File: config.mk
export PLATFORM = sky130hd
export DESIGN_NAME = cacheline_adaptor
export DESIGN_NICKNAME = d
export VERILOG_FILES = /design/src/rtl/cacheline_adaptor.sv
export SDC_FILE = /design/constraint.sdc
export NUM_CORES = 1
export LEC_CHECK = 0
export CORE_AREA = 2 2 280 282
export CTS_BUF_LIST = sky130_fd_sc_hd__clkbuf_4
export CTS_CLUSTER_SIZE = 8
export DETAILED_ROUTE_END_ITERATION = 10
export DIE_AREA = 0 0 282 284
export HOLD_SLACK_MARGIN = 0.03
export MAX_ROUTING_LAYER = met4
export PLACE_DENSITY = 0.61
export SYNTH_ARGS = -nofsm -noshare
export SYNTH_HDL_FRONTEND = slang
export SYNTH_SLANG_ARGS = --single-unit
File: constraint.sdc
create_clock -name clk -period 3.1 [get_ports clk]
set_clock_uncertainty 0.2 [all_clocks]
set_input_delay 0.465 -clock clk [delete_from_list [all_inputs] [get_ports clk]]
set_output_delay 0.465 -clock clk [all_outputs]
set_load 0.1 [all_outputs]
File: src/rtl/cacheline_adaptor.sv
`default_nettype none
// ============================================================================
// Module   : cacheline_adaptor
// Purpose  : Bridges whole-line cache fills/writebacks to a beat-wise memory burst.
// Revision : 1.0 - initial release
// ============================================================================
module cacheline_adaptor #(
  parameter int unsigned s_offset = 5,
  parameter int unsigned s_beat   = 64
) (
  input  logic                       clk,
  input  logic                       rst,
  input  logic [(8<<s_offset)-1:0]   line_i,
  output logic [(8<<s_offset)-1:0]   line_o,
  input  logic [31:0]                address_i,
  input  logic                       read_i,
  input  logic                       write_i,
  output logic                       resp_o,
  input  logic [s_beat-1:0]          burst_i,
  output logic [s_beat-1:0]          burst_o,
  output logic [31:0]                address_o,
  output logic                       read_o,
  output logic                       write_o,
  input  logic                       resp_i
);

  localparam int unsigned C_LINE_W = 8 << s_offset;
  localparam int unsigned C_BEATS  = C_LINE_W / s_beat;
  localparam int unsigned C_CNT_W  = (C_BEATS > 1) ? $clog2(C_BEATS) : 1;
  localparam logic [C_CNT_W-1:0] C_LAST = C_CNT_W'(C_BEATS - 1);

  typedef enum logic [1:0] {
    IDLE     = 2'd0,
    RD_BURST = 2'd1,
    WR_BURST = 2'd2,
    DONE     = 2'd3
  } state_t;

  state_t             r_state;
  state_t             w_state_next;
  logic [C_CNT_W-1:0] r_count;
  logic [s_beat-1:0]  r_wline [C_BEATS];
  logic [s_beat-1:0]  r_fill  [C_BEATS];
  logic               w_accept_rd;
  logic               w_accept_wr;
  logic               w_beat;
  logic               w_unused;

  // Byte offset within the line never reaches memory.
  assign w_unused = ^address_i[s_offset-1:0];

  always_ff @(posedge clk or negedge rst) begin
    if (!rst) begin
      r_state <= IDLE;
    end else begin
      r_state <= w_state_next;
    end
  end

  always_comb begin
    w_state_next = r_state;
    w_accept_rd  = 1'b0;
    w_accept_wr  = 1'b0;
    w_beat       = 1'b0;
    read_o       = 1'b0;
    write_o      = 1'b0;
    resp_o       = 1'b0;
    case (r_state)
      IDLE: begin
        if (write_i) begin
          w_accept_wr  = 1'b1;
          w_state_next = WR_BURST;
        end else if (read_i) begin
          w_accept_rd  = 1'b1;
          w_state_next = RD_BURST;
        end
      end
      RD_BURST: begin
        read_o = 1'b1;
        w_beat = resp_i;
        if (resp_i && (r_count == C_LAST)) w_state_next = DONE;
      end
      WR_BURST: begin
        write_o = 1'b1;
        w_beat  = resp_i;
        if (resp_i && (r_count == C_LAST)) w_state_next = DONE;
      end
      DONE: begin
        resp_o       = 1'b1;
        w_state_next = IDLE;
      end
      default: w_state_next = IDLE;
    endcase
  end

  always_ff @(posedge clk or negedge rst) begin
    if (!rst) begin
      r_count   <= '0;
      address_o <= '0;
      for (int unsigned i = 0; i < C_BEATS; i++) begin
        r_wline[i] <= '0;
        r_fill[i]  <= '0;
      end
    end else begin
      if (w_accept_rd || w_accept_wr) begin
        address_o <= {address_i[31:s_offset], {s_offset{1'b0}}};
        r_count   <= '0;
      end
      if (w_accept_wr) begin
        for (int unsigned i = 0; i < C_BEATS; i++) begin
          r_wline[i] <= line_i[i*s_beat +: s_beat];
        end
      end
      if (w_beat) begin
        r_count <= (r_count == C_LAST) ? '0 : r_count + C_CNT_W'(1);
      end
      // Fill beats land only in the slot addressed by the current beat count.
      if (w_beat && (r_state == RD_BURST)) begin
        for (int unsigned i = 0; i < C_BEATS; i++) begin
          if (r_count == C_CNT_W'(i)) r_fill[i] <= burst_i;
        end
      end
    end
  end

  assign burst_o = (r_state == WR_BURST) ? r_wline[r_count] : '0;

  for (genvar g = 0; g < C_BEATS; g++) begin : g_pack
    assign line_o[g*s_beat +: s_beat] = r_fill[g];
  end

endmodule
`default_nettype wire

==> results list, run 1 <==
* Area added between synthesis and finish: 63.9%
- The number of cells on the worst reg-to-reg path is 8.
- TritonCTS clock tree: done
* Dominant cells by area after synthesis: dfrtp_1 (59%), mux2_2 (18%), mux2_4 (12%)
* Peak per-stage delay on the critical path: 0.51 ns
- The worst hold path passes through 2 cells.
* Number of unique standard cell types used by synthesis: 24
- Maximum clock frequency: 306 MHz
* Post-synthesis area per instance: 17.3 µm²
- Transition at the pin with the smallest max-transition slack: 0.510 ns
- Synthesized area: 23000 µm²
* Average wire per standard cell: 21.0 µm
- The tightest min-delay check is of the in -> reg type.
* Root buffer selected by CTS: clkbuf_4
- Clock tree synthesis inserted a total of between 150 and 200 buffers.
* Endpoint of the worst register-to-register path: line_o[39]$_DFFE_PN0P_
* DR vias: 16400
- The Yosys step of the flow raised 0 warnings.
- At the end of the flow, the number of nets in the layout was approximately 2900.
* Hold violation total from the final report: 0
- After layout, the worst path uses 105% of the clock period.
* Effective utilization at floorplan: 29.9%
- Counting both buffers and inverters, the worst setup path holds a total of 4.
- # setup viols final: 64
- WS Path Type: reg -> out
- Total congestion overflow: 0
- The first global-routing pass estimated 116000 µm of wire.
- Library cell contributing the largest single delay on the critical path: dfrtp_4
- Family with the most delay on the worst path: buffers and inverters
* Min Hold Slack: 0.190 ns
- Worst setup slack for register-to-register paths: 0.51 ns
* Worst Setup Slack, final: -0.169 ns
- Synthesized-area fraction occupied by and/or/nand/nor cells: between 2 and 2.5%
- Leaving out fill and tap cells, the most frequent cell in the layout is dfrtp_1.
- Compound-gate portion of the synthesized area: 0.109%
- Sequential cells were found to cover 59.1% of the synthesized design area.
* All-Layer GR Usage: between 10% and 20%
- The top cell types in the final layout, fill and taps aside, are dfrtp_1 (541), mux2_2 (359), clkdlybuf4s50_1 (350).
* Gate Count Post-Synth: 1328
* Violated checks: negative setup slack
- For this run, the detailed router's first-pass iteration total came to 4.
- Number of DRC markers in iteration 0: 617
* Detailed-route DRC error count: 0
- The via count of the first global-routing pass is approximately 19000.
- Headroom to the max-slew limit came out at 66.0%.
- Placeable core region: 77000 µm²
- CTS built an H-tree with a depth of 4.
- Die boundary width: 282 µm
- The clock drives between 500 and 600 sinks.
- Filler Cell Count: 6642
- Number of antenna violations at the first check in global routing: 15
- Die Footprint: about 80000 µm²
* Reported max-cap violation count: 0
- Clock period minus worst slack: 3.27 ns
- Setup repair after global routing could not meet its margin everywhere.
- In this run the remaining antenna-violating nets after routing total 0.
- The worst register-to-register path begins at r_count[0]$_DFFE_PN0P_.
* Cell taking the most area after synthesis: dfrtp_1
- Maximum fanout along the worst path: 5
- Top cell type's share of synthesized area: around three fifths
- Of the total synthesized cell area, the portion taken by XOR and XNOR cells is 0%.
- The later pin in the worst-skew pair is clocked with a latency of roughly 0.91 ns.
* Required time reported for the critical path endpoint: 2.43 ns
- HPWL after DPL: between 50000 and 60000 µm
- Clock transition time at the flip-flop clock pins of the worst setup and hold paths: 0.06 ns
- Worst Hold Launch: burst_i[24]
- Worst Hold End: line_o[216]$_DFFE_PN0P_
- Weighted congestion at the end of routability-driven global placement: 0.833
- Largest family of logic cells by synthesized area: multiplexers
* Yosys reg bits: 543
* Sum of routed wire length over all layers: 77900 µm
* Maximum number of pins on one net before global-route repair: 84
- Fin. max-slew vios: 0
* Post-detailed-route via-to-cell ratio: 4.44
- The signal on the critical path passes through buf_12 > buf_6 > clkbuf_16 > mux4_2 > and2_4 > buf_12.
* Nature of the critical path startpoint: flip-flop
* Vertical die dimension: 284 µm
- Buffers placed on the I/O ports in this run total 701.
- # rows: 102
* Adder and majority cell fraction of the synthesized area: 0.489%
- The flow ran to the end, but the final reports show violations.
- 712 I/O pins were placed.
* Cell with the most instances on the worst path: buf_12
- The longest clock path from root to sink contains 3 buffers.
* Arrival @ worst endpoint: 2.60 ns
- Fraction of final layout cells sized beyond drive strength 1: 51.4%
- Measured against the total synthesized area, the mux share comes to 35.7%.
* Worst Setup End Kind: output port
synth_stat cells:
cell type / instances
a22oi_1: 1
and2_1: 64
and3_1: 1
buf_1: 3
buf_2: 37
buf_4: 7
buf_6: 22
clkbuf_1: 14
conb_1: 1
dfrtp_1: 543
ha_1: 9
inv_1: 4
mux2_2: 359
mux2_4: 180
mux2i_1: 3
mux4_2: 64
nand2_1: 5
nand2_4: 2
nand2_8: 1
nand3_1: 3
nand4_2: 1
nor2_1: 1
o21ai_0: 2
o31ai_1: 1
registers in the layout, indices dropped and copies added, names as in the netlist:
signal     cells
line_o       256
r_wline      256
address_o     27
r_count        2
r_state        2
final cells by class:
cell class	instances	area (µm²)	share of cell area, %
flip-flops and latches	543	13600	36.1
repair buffers	1128	11700	31.0
multi-input cells	702	9060	24.0
clock buffers	240	1800	4.78
well taps	1040	1300	3.45
clock inverters	36	219	0.581
diodes	14	35.0	0.0929
inverters	4	15.0	0.0398
through the flow:
step / setup WS, ns / util [%] / cells / TNS, ns / area [µm²]
floorplan: 0.144 / - / 1332 / 0 / 23000
global placement: 0.485 / 41.0 / 3048 / 0 / 31600
detailed placement: 0.475 / 41.0 / 3048 / 0 / 31600
CTS: -0.359 / 48.8 / 3685 / -18.95 / 37500
global route: -0.349 / 49.0 / 3706 / -18.75 / 37700
finish: -0.169 / 49.0 / 3707 / -6.99 / 37700
metal layers:
layer | up-vias | GRT usage, % | share of wire [%]
met3 | 174 | 4.47 | 4.7
met2 | 526 | 33.6 | 52
li1 | 7307 | - | -
met4 | 0 | 8.94 | 3.7
met5 | - | - | 0
met1 | 8442 | 22.4 | 40
logic make-up after synthesis:
family	count (synthesis)
multiplexers	606
other	1
buffers and inverters	87
adder cells (fa/ha/maj)	9
flip-flops	543
AND/OR/NAND/NOR	78
AO/OA/AOI/OAI	4
worst reg2reg max path, cell delays in order (launching register included):
cell     delay [ns]
dfrtp_4        0.51
buf_12         0.15
buf_16         0.15
buf_4          0.18
inv_1          0.08
ha_1           0.19
nand4_4        0.34
buf_12         0.31
mux2_2         0.35
repair_timing:
item | in CTS | in global routing
gates resized for setup | 76 | 0
gates cloned | 4 | 3
pin swaps | 21 | 20
setup endpoints to repair | 64 | 64
endpoints found under the hold margin | 1060 | 0
hold buffers | 349 | 0
setup buffers | 8 | 5
worst max-delay path by stage:
stage / startpoint / to / slack [ns] / cells after the start
finish: r_count[0]$_DFFE_PN0P_ / burst_o[11] / -0.17 / 6
global route: r_count[0]$_DFFE_PN0P_ / burst_o[18] / -0.35 / 6
CTS: r_count[0]$_DFFE_PN0P_ / burst_o[46] / -0.36 / 6
detailed placement: resp_i / line_o[118]$_DFFE_PN0P_ / 0.48 / 6
global placement: resp_i / line_o[105]$_DFFE_PN0P_ / 0.48 / 6
floorplan: r_state[0]$_DFFE_PN0P_ / burst_o[0] / 0.14 / 5
Power of run 1 is left out: the tool's default activity adds up to more than one toggle a clock period on the data nets, which glitch-free logic cannot reach.
==> run 2, diff against run 1 <==
--- a/config.mk
+++ b/config.mk
@@ -10,6 +10,7 @@
 export CTS_CLUSTER_SIZE = 8
 export DETAILED_ROUTE_END_ITERATION = 10
 export DIE_AREA = 0 0 282 284
+export GPL_TIMING_DRIVEN = 0
 export HOLD_SLACK_MARGIN = 0.03
 export MAX_ROUTING_LAYER = met4
 export PLACE_DENSITY = 0.61
==> run 2 against run 1 <==
The flow still finishes with violations (negative setup slack); flip-flop and latch count unchanged; first-iteration DRC count up 10%; sequential share of layout area up 0.41 points; count of clock-buffer cells in the layout down 23; register-to-register slack worse by 0.44 ns; final cell count up 0.16%; core utilization down 0.58 points; critical path depth up 1; setup slack worse by 0.14 ns; maximum frequency down 4.1%; via count up 1.9%; global-route usage up 1.2 points; largest cell class unchanged; highest routed layer unchanged.
==> results list, run 2 (synthesized netlist as in run 1, its figures left out) <==
* Run status: finished, violations left (unchanged)
- Violated checks: negative setup slack (unchanged)
- The number of remaining DRC errors came to 0 (unchanged).
* All-Layer GR Usage: 21.0% (was 19.9%)
- Filler Cell Count: 6745 (was 6642)
- The via count of the first global-routing pass came to 19000 (about the same).
- The height of the die was 284 µm (unchanged).
- The critical path start-end classification was reg -> out (unchanged).
- The final clock period utilization by the worst path came to 110% (was 105%).
- Footprint of the multi-input gates: 8950 µm² (was 9060 µm²)
- Average wire per standard cell: 22.0 µm (was 21.0 µm)
- The startpoint type of the worst setup path is a flip-flop (unchanged).
- The sort of element at the end of the critical path is an output port (unchanged).
* Clock period minus worst slack: 3.41 ns (was 3.27 ns)
* Required time reported for the critical path endpoint: 2.43 ns (about the same)
- Setup repair after global routing missed its margin: true (unchanged).
* # rows: 102 (unchanged)
* I/O Pins: 712 (unchanged)
- The leftover overflow at the end of global routing came to 0 (unchanged).
- The maximum fanout along the worst path was 6 (was 5).
- The layout cell share with drive strength beyond 1 came to 38.9% (was 51.4%).
- The count of endpoints failing setup in the final report is 64 (unchanged).
- The sum of buffers and inverters on the critical path is 5 (was 4).
- DR pass1 iterations: 5 (was 4)
- The chip width is 282 µm (unchanged).
- Number of DRC markers in iteration 0: 679 (was 617)
- The slew at the pin closest to its max-slew limit is 1.07 ns (was 0.510 ns).
- The clock insertion delay at the later pin of the skew report was 0.94 ns (was 0.91 ns).
- Count of clock tree sinks: 543 (unchanged)
- The data arrival time at the worst-slack endpoint came to 2.74 ns (was 2.60 ns).
- The port buffer count came to 701 (unchanged).
- Sum of routed wire length over all layers: 81700 µm (was 77900 µm)
* Root buffer selected by CTS: clkbuf_4 (unchanged)
* Die Footprint: 80100 µm² (unchanged)
- Fin. max-slew vios: 0 (unchanged)
- The classification of the worst-slack hold path is in -> reg (unchanged).
- Post-detailed-route via-to-cell ratio: 4.51 (was 4.44)
- CTS H-tree lvls: 4 (unchanged)
- Most used cells in the layout excluding fill and tap cells: dfrtp_1 (542), mux2_2 (359), clkdlybuf4s50_1 (350) (was dfrtp_1 (541), mux2_2 (359), clkdlybuf4s50_1 (350))
* HPWL after DPL: 57500 µm (was 52700 µm)
- Clock transition time at the flip-flop clock pins of the worst setup and hold paths: 0.06 ns (about the same)
* Library cell contributing the largest single delay on the critical path: mux4_2 (was dfrtp_4)
* Effective utilization at floorplan: 29.9% (unchanged)
- TritonCTS clock tree: done (unchanged)
- Most frequent standard cell in the layout excluding fill and tap cells: dfrtp_1 (unchanged)
- Worst-case clock buffer depth: 3 (unchanged)
- Num CTS Buffers: 158 (was 154)
- The worst hold-check slack was 0.157 ns (was 0.190 ns).
- Worst Setup Slack, final: -0.309 ns (was -0.169 ns)
- Area added between synthesis and finish: 61.9% (was 63.9%)
- Maximum clock frequency: 293 MHz (was 306 MHz)
* Sequence of cells on the critical path: buf_8 > buf_12 > buf_12 > buf_16 > mux4_2 > and2_4 > buf_12 (was buf_12 > buf_6 > clkbuf_16 > mux4_2 > and2_4 > buf_12)
- The area used by sequential logic in the layout came to 13600 µm² (about the same).
- Maximum number of pins on one net before global-route repair: 119 (was 84)
- Reported max-cap violation count: 0 (unchanged)
* Placeable core region: 77000 µm² (unchanged)
- Post-layout nets: 2922 (was 2899)
* Weighted congestion at the end of routability-driven global placement: 0.869 (was 0.833)
- The headroom to the max-slew limit is 28.9% (was 66.0%).
* Count of antenna-violating nets left after detailed routing: 0 (unchanged)
- Number of antenna violations at the first check in global routing: 13 (was 15)
- Cell with the most instances on the worst path: buf_12 (unchanged)
- The number of hold violations in the final report is 0 (unchanged).
- First-pass GRT wire length: 121000 µm (was 116000 µm)
* Peak per-stage delay on the critical path: 0.52 ns (was 0.51 ns)
- The gate family responsible for the most delay along the worst path was buffers and inverters (unchanged).
- DR vias: 16800 (was 16400)
run 2: cell count changes in the layout (fill, tap and decap cells not counted), moves of 4 or more:
cell,previous run,this run
clkinv_1,18,33
buf_2,0,37
buf_12,97,35
dlygate4sd2_1,0,283
and2_4,64,29
clkbuf_4,240,221
buf_6,1,58
buf_8,1,5
clkbuf_8,0,4
and2_1,0,35
buf_4,319,12
run 2: stage by stage:
step / setup WS, ns / area, µm² / TNS (ns) / util [%] / instances
CTS: -0.487 / 37100 / -24.94 / 48.2 / 3696
global route: -0.482 / 37300 / -26.92 / 48.4 / 3712
global placement: -22.59 / 31300 / - / 40.7 / 3073
floorplan: 0.144 / 23000 / 0 / - / 1332
finish: -0.309 / 37300 / -15.37 / 48.4 / 3713
detailed placement: -1.15 / 31500 / -82.74 / 40.9 / 3077
run 2: path summary, 6_finish.rpt:
path                                             start                  endpoint  slack (ns)  cells after the start
max in group asynchronous                          rst   line_o[116]$_DFFE_PN0P_        0.48                      5
worst max-delay path            r_count[0]$_DFFE_PN0P_               burst_o[43]       -0.31                      7
worst min register to register  line_o[65]$_DFFE_PN0P_    line_o[65]$_DFFE_PN0P_        0.30                      1
worst max register to register  r_state[0]$_DFFE_PN0P_  r_wline[174]$_DFFE_PN0P_        0.07                      6
worst min-delay path                        burst_i[6]    line_o[70]$_DFFE_PN0P_        0.16                      2
min in group asynchronous                          rst   r_wline[16]$_DFFE_PN0P_        0.51                      3
run 2: per-layer routing:
metal / global-route usage [%] / part of all wire [%]
met2: 33.7 / 50
met4: 9.71 / 3.8
met5: - / 0
met1: 25.1 / 41
met3: 4.73 / 5.4
run 2: final cells by class:
cell class / count / area share [%]
Inverter: 4 / 0.0403
Sequential cell: 543 / 36.5
Clock inverter: 47 / 0.762
Antenna cell: 13 / 0.0873
Buffer: 83 / 1.92
Clock buffer: 217 / 4.37
Tap cell: 1040 / 3.49
Timing Repair Buffer: 1064 / 28.8
Multi-Input combinational cell: 702 / 24.0
run 2: repair_timing:
action                                  CTS  global route
setup buffers                             7             4
hold buffers                            346             0
pin swaps                                 5            10
gates cloned                              2             1
endpoints found under the hold margin   818             0
gates resized for setup                 869            25
endpoints found under the setup margin  415            66
Power of run 2 is left out for the same reason.
